`src/rtl/svreal_pkg.sv`:
```
// Shared constants and signed saturation helpers for the svreal datapath blocks.
package svreal_pkg;
  localparam int SVREAL_EXP_W = 16;

  localparam logic SVREAL_MAC_MODE_ACC = 1'b0;
  localparam logic SVREAL_MAC_MODE_MUL = 1'b1;

  function automatic logic signed [63:0] sat_max(input int w);
    return (64'sd1 <<< (w - 1)) - 64'sd1;
  endfunction

  function automatic logic signed [63:0] sat_min(input int w);
    return -(64'sd1 <<< (w - 1));
  endfunction

  function automatic logic sat_hit(input logic signed [63:0] x, input int w);
    return (x > sat_max(w)) || (x < sat_min(w));
  endfunction

  function automatic logic signed [63:0] sat_clamp(input logic signed [63:0] x, input int w);
    if (x > sat_max(w)) return sat_max(w);
    if (x < sat_min(w)) return sat_min(w);
    return x;
  endfunction
endpackage

```
`src/rtl/svreal_align_sat_mod.sv`:
```
// Re-expresses a wide signed significand at a destination exponent, clamping
// to OUT_W bits and flagging saturation.
module svreal_align_sat_mod import svreal_pkg::*; #(
  parameter int IN_W      = 32,
  parameter int OUT_W     = 24,
  parameter int SRC_EXP_W = 17,
  parameter int DST_EXP_W = 16
) (
  input  logic signed [IN_W-1:0]      in_sig,
  input  logic signed [SRC_EXP_W-1:0] src_exp,
  input  logic signed [DST_EXP_W-1:0] dst_exp,
  output logic signed [OUT_W-1:0]     out_sig,
  output logic                        sat
);
  localparam int SH_W  = SRC_EXP_W + 2;
  localparam int EXT_W = IN_W + OUT_W + 1;
  // Beyond these shift amounts the result is already fully saturated / sign-only.
  localparam logic signed [SH_W-1:0] MAX_L = SH_W'(OUT_W);
  localparam logic signed [SH_W-1:0] MAX_R = SH_W'(IN_W);

  logic signed [SH_W-1:0]  shift, neg_shift;
  logic        [SH_W-1:0]  amt;
  logic signed [EXT_W-1:0] ext;
  logic signed [63:0]      wide, clamped;

  always_comb begin
    shift     = SH_W'(src_exp) - SH_W'(dst_exp);
    neg_shift = -shift;
    ext       = EXT_W'(in_sig);
    if (!shift[SH_W-1]) begin
      amt = (shift > MAX_L) ? MAX_L : shift;
      ext = ext <<< amt;
    end else begin
      amt = (neg_shift > MAX_R) ? MAX_R : neg_shift;
      ext = ext >>> amt;
    end
    wide    = 64'(ext);
    clamped = sat_clamp(wide, OUT_W);
    sat     = sat_hit(wide, OUT_W);
    out_sig = clamped[OUT_W-1:0];
  end
endmodule

```
`src/rtl/svreal_mac_pipe_mod.sv`:
```
// Three-stage svreal multiply-accumulate: operand register, exact multiply +
// align/saturate, then accumulate-or-pass into a held output register.
module svreal_mac_pipe_mod import svreal_pkg::*; #(
  parameter int a_significand_width = 16,
  parameter int b_significand_width = 16,
  parameter int c_significand_width = 24
) (
  input  logic                                  clk,
  input  logic                                  rst_n,
  input  logic                                  cke,
  input  logic signed [a_significand_width-1:0] a_significand,
  input  logic signed [SVREAL_EXP_W-1:0]        a_exponent,
  input  logic signed [b_significand_width-1:0] b_significand,
  input  logic signed [SVREAL_EXP_W-1:0]        b_exponent,
  input  logic signed [SVREAL_EXP_W-1:0]        c_exponent,
  input  logic                                  in_mode,
  input  logic                                  in_last,
  input  logic                                  in_valid,
  output logic                                  in_ready,
  output logic signed [c_significand_width-1:0] c_significand,
  output logic                                  out_sat,
  output logic                                  out_valid,
  input  logic                                  out_ready
);
  localparam int AW   = a_significand_width;
  localparam int BW   = b_significand_width;
  localparam int CW   = c_significand_width;
  localparam int PW   = AW + BW;
  localparam int PE_W = SVREAL_EXP_W + 1;

  logic                  stall;
  logic [2:1]            vld_pipe_q, vld_pipe_d;
  logic signed [AW-1:0]  s1_a_q, s1_a_d;
  logic signed [BW-1:0]  s1_b_q, s1_b_d;
  logic                  s1_mode_q, s1_mode_d, s1_last_q, s1_last_d;
  logic signed [CW-1:0]  s2_sig_q, s2_sig_d;
  logic                  s2_sat_q, s2_sat_d, s2_mode_q, s2_mode_d, s2_last_q, s2_last_d;
  logic signed [CW-1:0]  acc_q, acc_d, c_q, c_d;
  logic                  sticky_q, sticky_d, out_sat_q, out_sat_d, out_valid_q, out_valid_d;

  logic signed [PW-1:0]   prod;
  logic signed [PE_W-1:0] prod_exp;
  logic signed [CW-1:0]   al_sig;
  logic                   al_sat;
  logic signed [CW:0]     sum;
  logic signed [63:0]     sum_w, sum_cl;
  logic                   sat3, sticky_new;

  // All stages advance together, so a held result never lets a bubble collapse.
  assign stall    = !cke || (out_valid_q && !out_ready);
  assign in_ready = rst_n && !stall;

  assign prod     = PW'(s1_a_q) * PW'(s1_b_q);
  assign prod_exp = PE_W'(a_exponent) + PE_W'(b_exponent);

  svreal_align_sat_mod #(
    .IN_W(PW), .OUT_W(CW), .SRC_EXP_W(PE_W), .DST_EXP_W(SVREAL_EXP_W)
  ) u_align (
    .in_sig(prod), .src_exp(prod_exp), .dst_exp(c_exponent),
    .out_sig(al_sig), .sat(al_sat)
  );

  always_comb begin
    vld_pipe_d  = vld_pipe_q;
    s1_a_d      = s1_a_q;
    s1_b_d      = s1_b_q;
    s1_mode_d   = s1_mode_q;
    s1_last_d   = s1_last_q;
    s2_sig_d    = s2_sig_q;
    s2_sat_d    = s2_sat_q;
    s2_mode_d   = s2_mode_q;
    s2_last_d   = s2_last_q;
    acc_d       = acc_q;
    sticky_d    = sticky_q;
    c_d         = c_q;
    out_sat_d   = out_sat_q;
    out_valid_d = out_valid_q;

    sum        = (CW+1)'(s2_sig_q) + (CW+1)'(acc_q);
    sum_w      = 64'(sum);
    sum_cl     = sat_clamp(sum_w, CW);
    sat3       = sat_hit(sum_w, CW);
    sticky_new = sticky_q | s2_sat_q | sat3;

    if (!stall) begin
      vld_pipe_d = {vld_pipe_q[1], in_valid};
      if (in_valid) begin
        s1_a_d    = a_significand;
        s1_b_d    = b_significand;
        s1_mode_d = in_mode;
        s1_last_d = in_last;
      end
      s2_sig_d  = al_sig;
      s2_sat_d  = al_sat;
      s2_mode_d = s1_mode_q;
      s2_last_d = s1_last_q;
      // Not stalled means any held result is being taken this edge.
      out_valid_d = 1'b0;
      if (vld_pipe_q[2]) begin
        if (s2_mode_q == SVREAL_MAC_MODE_MUL) begin
          c_d         = s2_sig_q;
          out_sat_d   = s2_sat_q;
          out_valid_d = 1'b1;
        end else if (s2_last_q) begin
          c_d         = sum_cl[CW-1:0];
          out_sat_d   = sticky_new;
          out_valid_d = 1'b1;
          acc_d       = '0;
          sticky_d    = 1'b0;
        end else begin
          acc_d    = sum_cl[CW-1:0];
          sticky_d = sticky_new;
        end
      end
    end
  end

  always_ff @(posedge clk or negedge rst_n) begin
    if (!rst_n) begin
      vld_pipe_q  <= '0;
      s1_a_q      <= '0;
      s1_b_q      <= '0;
      s1_mode_q   <= 1'b0;
      s1_last_q   <= 1'b0;
      s2_sig_q    <= '0;
      s2_sat_q    <= 1'b0;
      s2_mode_q   <= 1'b0;
      s2_last_q   <= 1'b0;
      acc_q       <= '0;
      sticky_q    <= 1'b0;
      c_q         <= '0;
      out_sat_q   <= 1'b0;
      out_valid_q <= 1'b0;
    end else begin
      vld_pipe_q  <= vld_pipe_d;
      s1_a_q      <= s1_a_d;
      s1_b_q      <= s1_b_d;
      s1_mode_q   <= s1_mode_d;
      s1_last_q   <= s1_last_d;
      s2_sig_q    <= s2_sig_d;
      s2_sat_q    <= s2_sat_d;
      s2_mode_q   <= s2_mode_d;
      s2_last_q   <= s2_last_d;
      acc_q       <= acc_d;
      sticky_q    <= sticky_d;
      c_q         <= c_d;
      out_sat_q   <= out_sat_d;
      out_valid_q <= out_valid_d;
    end
  end

  assign c_significand = c_q;
  assign out_sat       = out_sat_q;
  assign out_valid     = out_valid_q;
endmodule

```
`config.mk`:
```
export PLATFORM = sky130hd
export DESIGN_NAME = svreal_mac_pipe_mod
export DESIGN_NICKNAME = d
export VERILOG_FILES = /design/src/rtl/svreal_pkg.sv /design/src/rtl/svreal_align_sat_mod.sv /design/src/rtl/svreal_mac_pipe_mod.sv
export SDC_FILE = /design/constraint.sdc
export NUM_CORES = 1
export LEC_CHECK = 0
export CORE_ASPECT_RATIO = 2
export CORE_UTILIZATION = 55
export DETAILED_ROUTE_END_ITERATION = 8
export PLACE_DENSITY_LB_ADDON = 0.05
export SLEW_MARGIN = 15
export SYNTH_ARGS = -nofsm -noshare
export SYNTH_HDL_FRONTEND = slang
export SYNTH_SLANG_ARGS = --single-unit
```
`constraint.sdc`:
```
create_clock -name clk -period 21.4 [get_ports clk]
set_input_delay 3.21 -clock clk [delete_from_list [all_inputs] [get_ports clk]]
set_output_delay 3.21 -clock clk [all_outputs]
set_load 0.01 [all_outputs]
```
==> Word level (Yosys, flattened, before mapping) <==
Index checks and enable logic that the tools add are counted.
{ "totals": {"register_bits": 114, "in_bits": 87, "output_inout_bits": 27, "elab_cells": 69} }
{ "classes": {"add_sub_neg": 4, "multipliers": 1, "magnitude_cmp": 6, "shifts": 2, "mux": 26, "bitwise": 4, "n_reduce_logical": 12} }
{ "op_table": {"columns": ["op", "count"], "rows": [
  ["two-way mux 24 bit", 11],
  ["> comparator 57 x 24 -> 1 bit (second input constant)", 1],
  ["< comparator 57 x 24 -> 1 bit (second input constant)", 1],
  ["two-way mux 57 bit", 1],
  ["<<< shifter 32 x 19 -> 57 bit", 1],
  [">>> shifter 32 x 19 -> 57 bit", 1],
  ["two-way mux 19 bit", 2],
  ["multiplier 16 x 16 -> 32 bit", 1],
  ["adder 24 x 24 -> 25 bit", 1],
  ["> comparator 25 x 24 -> 1 bit (second input constant)", 1],
  ["< comparator 25 x 24 -> 1 bit (second input constant)", 1],
  ["> comparator 19 x 6 -> 1 bit (second input constant)", 1],
  ["> comparator 19 x 7 -> 1 bit (second input constant)", 1],
  ["negation 19 bit", 1],
  ["subtractor 17 x 16 -> 18 bit", 1],
  ["adder 16 x 16 -> 17 bit", 1],
  ["two-way mux 1 bit", 12],
  ["AND reduction 3 bit", 2],
  ["zero test 1 bit", 3],
  ["logical OR 1 bit", 3],
  ["logical AND 1 bit", 2],
  ["inverter 1 bit", 2],
  ["OR 1 bit", 2],
  ["AND reduction 2 bit", 1],
  ["nonzero test 2 bit", 1]
]} }

==> Depth between registers and ports, before layout <==
{ "depth": {"word_depth": 12, "depth_mapped": 35, "ltp_nobuf": 30} }

==> By module <==
A second synthesis with hierarchy kept.
{ "hier_totals": {"cells_unflattened": 3095, "area_unflattened_um2": 24644.9} }
{ "modules_own_cells": {"columns": ["module", "n_inst", "cells_per_inst", "area_each_um2", "seq_area_each_um2"], "rows": [
  ["svreal_mac_pipe_mod", 1, 1767, 16594.7, 2852.7],
  ["svreal_align_sat_mod", 1, 1328, 8050.2, 0.0]
]} }

==> Worst setup path before layout <==
OpenSTA, ideal clock, no wires.
{ "synth_path": {"path_kind": "input port to flip-flop", "from": "input port a_exponent[1]", "to": "register s2_sig_q[10]", "setup_time_ps": 80, "arrival_ps": 8747, "required_ps": 21320, "path_slack_ps": 12572, "path_stages": 21, "n_path_buf": 3, "cell_sequence": "fa_1 -> fa_1 -> clkbuf_1 -> inv_1 -> ha_1 -> and2_1 -> nor3_1 -> or4_1 -> buf_6 -> a211o_1 -> nor3_4 -> mux2_2 -> a211oi_1 -> o21ai_0 -> o211ai_1 -> a21oi_1 -> a2111o_1 -> nor4_2 -> nand2_4 -> buf_6 -> o211ai_2"} }
{ "synth_via": {"elab_chain_len": 12, "elab_cells_between_ends": 18, "classes_between": "add/sub: 3; order compare: 4; shift: 2; mux: 9"} }
{ "synth_lines": {"columns": ["element", "line", "source"], "rows": [
  ["start, declared", "svreal_mac_pipe_mod.sv:12", "input logic signed [SVREAL_EXP_W-1:0] a_exponent,"],
  ["adder 16 x 16 -> 17 bit (*)", "svreal_mac_pipe_mod.sv:54", "assign prod_exp = PE_W'(a_exponent) + PE_W'(b_exponent);"],
  ["subtractor 17 x 16 -> 18 bit (*)", "svreal_align_sat_mod.sv:27", "shift = SH_W'(src_exp) - SH_W'(dst_exp);"],
  ["negation 19 bit", "svreal_align_sat_mod.sv:28", "neg_shift = -shift;"],
  ["> comparator 19 x 7 -> 1 bit", "svreal_align_sat_mod.sv:34", "amt = (neg_shift > MAX_R) ? MAX_R : neg_shift;"],
  ["two-way mux 19 bit", "svreal_align_sat_mod.sv:34", null],
  [">>> shifter 32 x 19 -> 57 bit", "svreal_align_sat_mod.sv:35", "ext = ext >>> amt;"],
  ["two-way mux 57 bit (*)", "svreal_align_sat_mod.sv:30", "if (!shift[SH_W-1]) begin"],
  ["< comparator 57 x 24 -> 1 bit", "svreal_pkg.sv:22", "if (x < sat_min(w)) return sat_min(w);"],
  ["two-way mux 1 bit (2 in series)", "svreal_pkg.sv:22", null],
  ["two-way mux 24 bit", "svreal_pkg.sv:23", "return x;"],
  ["two-way mux 24 bit (*)", "svreal_pkg.sv:22", null],
  ["end signal, assigned", "svreal_mac_pipe_mod.sv:140", "s2_sig_q <= s2_sig_d;"],
  ["end, declared", "svreal_mac_pipe_mod.sv:36", "logic signed [CW-1:0] s2_sig_q, s2_sig_d;"]
]} }
Every way passes the cells marked *; elsewhere a longest branch is shown, timed or not. The select of a mux whose other input is x is not followed.
A chain may end at the register's enable or synchronous reset.

==> Final worst setup path <==
{ "layout_path": {"from": "input port a_exponent[3]", "to": "register s2_sat_q"} }
{ "layout_via": {"elab_chain_len": 9, "elab_cells_between_ends": 13, "classes_between": "add/sub: 3; order compare: 4; shift: 2; mux: 3; reduce/logical: 1"} }
{ "layout_lines": {"columns": ["element", "line", "source"], "rows": [
  ["adder 16 x 16 -> 17 bit (*)", "svreal_mac_pipe_mod.sv:54", null],
  ["subtractor 17 x 16 -> 18 bit (*)", "svreal_align_sat_mod.sv:27", null],
  ["negation 19 bit", "svreal_align_sat_mod.sv:28", null],
  ["> comparator 19 x 7 -> 1 bit", "svreal_align_sat_mod.sv:34", null],
  ["two-way mux 19 bit", "svreal_align_sat_mod.sv:34", null],
  [">>> shifter 32 x 19 -> 57 bit", "svreal_align_sat_mod.sv:35", null],
  ["two-way mux 57 bit (*)", "svreal_align_sat_mod.sv:30", null],
  ["> comparator 57 x 24 -> 1 bit or < comparator 57 x 24 -> 1 bit (tied branches)", "svreal_pkg.sv:17", "return (x > sat_max(w)) || (x < sat_min(w));"],
  ["logical OR 1 bit (*)", "svreal_pkg.sv:17", null],
  ["end signal, assigned", "svreal_mac_pipe_mod.sv:141", "s2_sat_q <= s2_sat_d;"],
  ["end, declared", "svreal_mac_pipe_mod.sv:37", "logic s2_sat_q, s2_sat_d, s2_mode_q, s2_mode_d, s2_last_q, s2_last_d;"]
]} }
Every way passes the cells marked *; elsewhere a longest branch is shown, timed or not.

==> flow_metrics.tcl <==
set metrics [dict create \
    worstHoldPathCells 2 \
    synth_fp_nets 3463 \
    syn_area_per_cell_um2 8.096 \
    grt_pass1_vias 25190 \
    cts_buffers 17 \
    hold_buffers 0 \
    mostFrequentLayoutCell "inv_1" \
    areaGrowthSynthToFinish_pct 9.189 \
    maxCapViolations 0 \
    grt_pass1_wl_um 147900 \
    place_congestion 1.118 \
    final_core_util_pct 60.76 \
    numClockSinks 114 \
    htreeDepth 4 \
    drive_gt1_share_pct 7.605 \
    ys_seq_area_share_pct 11.86 \
    max_stage_delay_ns 0.93 \
    period_minus_slack_ns 11.59 \
    cp-start-kind "input port" \
    grtUsageTotal_pct 44.63 \
    routed_wl_um 96620 \
    wl_per_cell_um 27.22 \
    multi_input_area_mm2 0.01905 \
    die_h_um 297.8 \
    worstPathArrival_ns 11.93 \
    slew_viol_final 0 \
    ios 114 \
    yosysTopAreaCellShare_pct 23.21 \
    required_ns 21.74 \
    synth-edff-count 0 \
    clock_skew_ns 0.01311 \
    synth_area_mm2 0.02406 \
    regArea_mm2 0.002853 \
    worst_slew_pin_slew_ns 1.377 \
    die_w_um 149.9 \
    cts_buffer_depth 2 \
    netlist-cell-type-count 98 \
    regToRegStartpoint "s1_a_q[15]" \
    hpwl_um 75220 \
    ys_ff_latch 114 \
    cts_setup_buffers 0 \
    core_area_mm2 0.04324 \
    worstPathBufferInverterCount 3 \
    min-delay-start "vld_pipe_q[2]" \
    grt_max_degree 63 \
    reg2reg_depth 27 \
    drc 0 \
    yosys.area.top_type "fa_1" \
    path_delay_family "compound AO/OA/AOI/OAI gates" \
    fin_nets 3476 \
    final_cell_count_no_fill 3550 \
    initial_utilization_pct 55.64 \
    outcome "finished clean" \
    cts.root.buffer_cell "clkbuf_16" \
    whs_endpoint "vld_pipe_q[2]" \
    cts_tree "yes" \
    post_cts_resized 0 \
    end_kind "register" \
    synth-main-ff-cell "dfrtp_1" \
    synth_cells 2972 \
    layout_common_cells "inv_1, nand2_1, fa_1" \
    max-slew-margin-rel_pct 6.989 \
    port-buffer-count 113 \
    dr.pass1.iters 6 \
    viasPerCell 6.721 \
    yosys-top-cells-area "fa_1, dfrtp_1, ha_1, inv_1, nand2_1" \
    drtIter0Drc 1447 \
    critPathMaxFanout 26 \
    antenna_left 0 \
    r2r-end "s2_sig_q[19]" \
    rows 108 \
    r2r_slack_ns 10.38 \
    critical_path_class "in -> reg" \
    hold_viol_final 0 \
    numPlacedInstances 3515 \
    cp_cell_sequence "clkdlybuf4s50_1, inv_1, fa_1, inv_1, ha_1, o21a_1, a211oi_2, o21a_1, o21ai_1, o311ai_4, a31o_2, xnor2_1, a31oi_2, o21ai_1, nand2_1, a21oi_1, a311oi_1, nand4_1, nor4_1, nand2_1, and2_1, o22a_1" \
    fillers 3817 \
    vias 23860 \
    setup_viol 0 \
    worstHoldPathType "reg -> reg" \
    clkLatencyLatePin_ns 0.45 \
    fin_crit_sh_pct 54.16 \
    grt_overflow_total 0 \
    cpMaxStageDelayCell "nand2_1" \
    rsz0062_at_grt "no" \
    async_flop_share_pct 100.0 \
    antenna_found_initial 3 \
    ys_warn_count 0 \
    fmax_mhz 86.28 \
    dieArea_mm2 0.04464 \
    fin_setup_tns_ns 0 \
    cts.clk_slew.worst_paths_ns 0.06 \
]
worst max-delay path by stage:
stage,cells after the start,start,to
after floorplan,21,a_exponent[1],s2_sig_q[10]
after global placement,22,a_exponent[3],s2_sat_q
after detailed placement,22,a_exponent[3],s2_sat_q
after CTS,22,a_exponent[3],s2_sat_q
after global routing,22,a_exponent[3],s2_sig_q[13]
final,22,a_exponent[3],s2_sat_q
cell families after synthesis:
logic type      count (synthesis)  share of synthesized area [%]
xor+xnor                       69                          2.621
buf+inv                       575                          9.397
simple gates                  879                          17.85
flops                         114                          11.86
fa+ha+maj                     404                          29.71
compound gates                810                          23.18
mux                           121                          5.382
per-stage QoR:
stage	area, um^2	worst slack (ns)	hold WS (ns)
floorplan	24060	12.57	0.4331
global placement	25590	9.425	0.4658
detailed placement	25590	9.430	0.4753
CTS	26210	9.842	0.4898
global route	26270	9.534	0.4997
finish	26270	9.810	0.4858
routing by layer:
metal	up-vias	GRT usage (%)	share of wire [%]
met1	11580	40.84	30
met5	-	0	0
li1	10350	-	-
met2	1318	76.33	50
met4	0	45.50	13
met3	617	11.93	7.6
state kept, by name, summed over array words and instances, names as in the netlist, 2 cells and up:
register,flops
c_significand,24
vld_pipe_q,2
s1_a_q,16
s2_sig_q,24
acc_q,24
s1_b_q,16
cell usage after synthesis (all sizes together) (32+ instances only):
cell	n
a21oi	163
and2	122
o22ai	32
mux2	54
o211ai	79
dfrtp	114
ha	125
nand2	317
o21ai	171
fa	279
a211oi	66
mux2i	66
buf	55
a31oi	39
nand3	46
xnor2	49
inv	397
nor3	75
clkbuf	123
nor2	164
tightest hold or removal path: cells and delay by family (launching register included):
family | cells | cell delay, ns
AO/OA/AOI/OAI | 1 | 0.06
flip-flops | 1 | 0.35
AND/OR/NAND/NOR | 1 | 0.05
area by class of cell:
| type | instances | share of cell area (%) |
|---|---|---|
| repair buffers | 172 | 5.972 |
| clock inverters | 15 | 0.7430 |
| inverters | 397 | 5.672 |
| multi-input cells | 2283 | 72.50 |
| flip-flops and latches | 114 | 10.86 |
| diodes | 2 | 0.01905 |
| clock buffers | 17 | 1.619 |
| well taps | 550 | 2.619 |
Power is left out: the tool's default activity adds up to more than one toggle a clock period on the data nets, which glitch-free logic cannot reach.
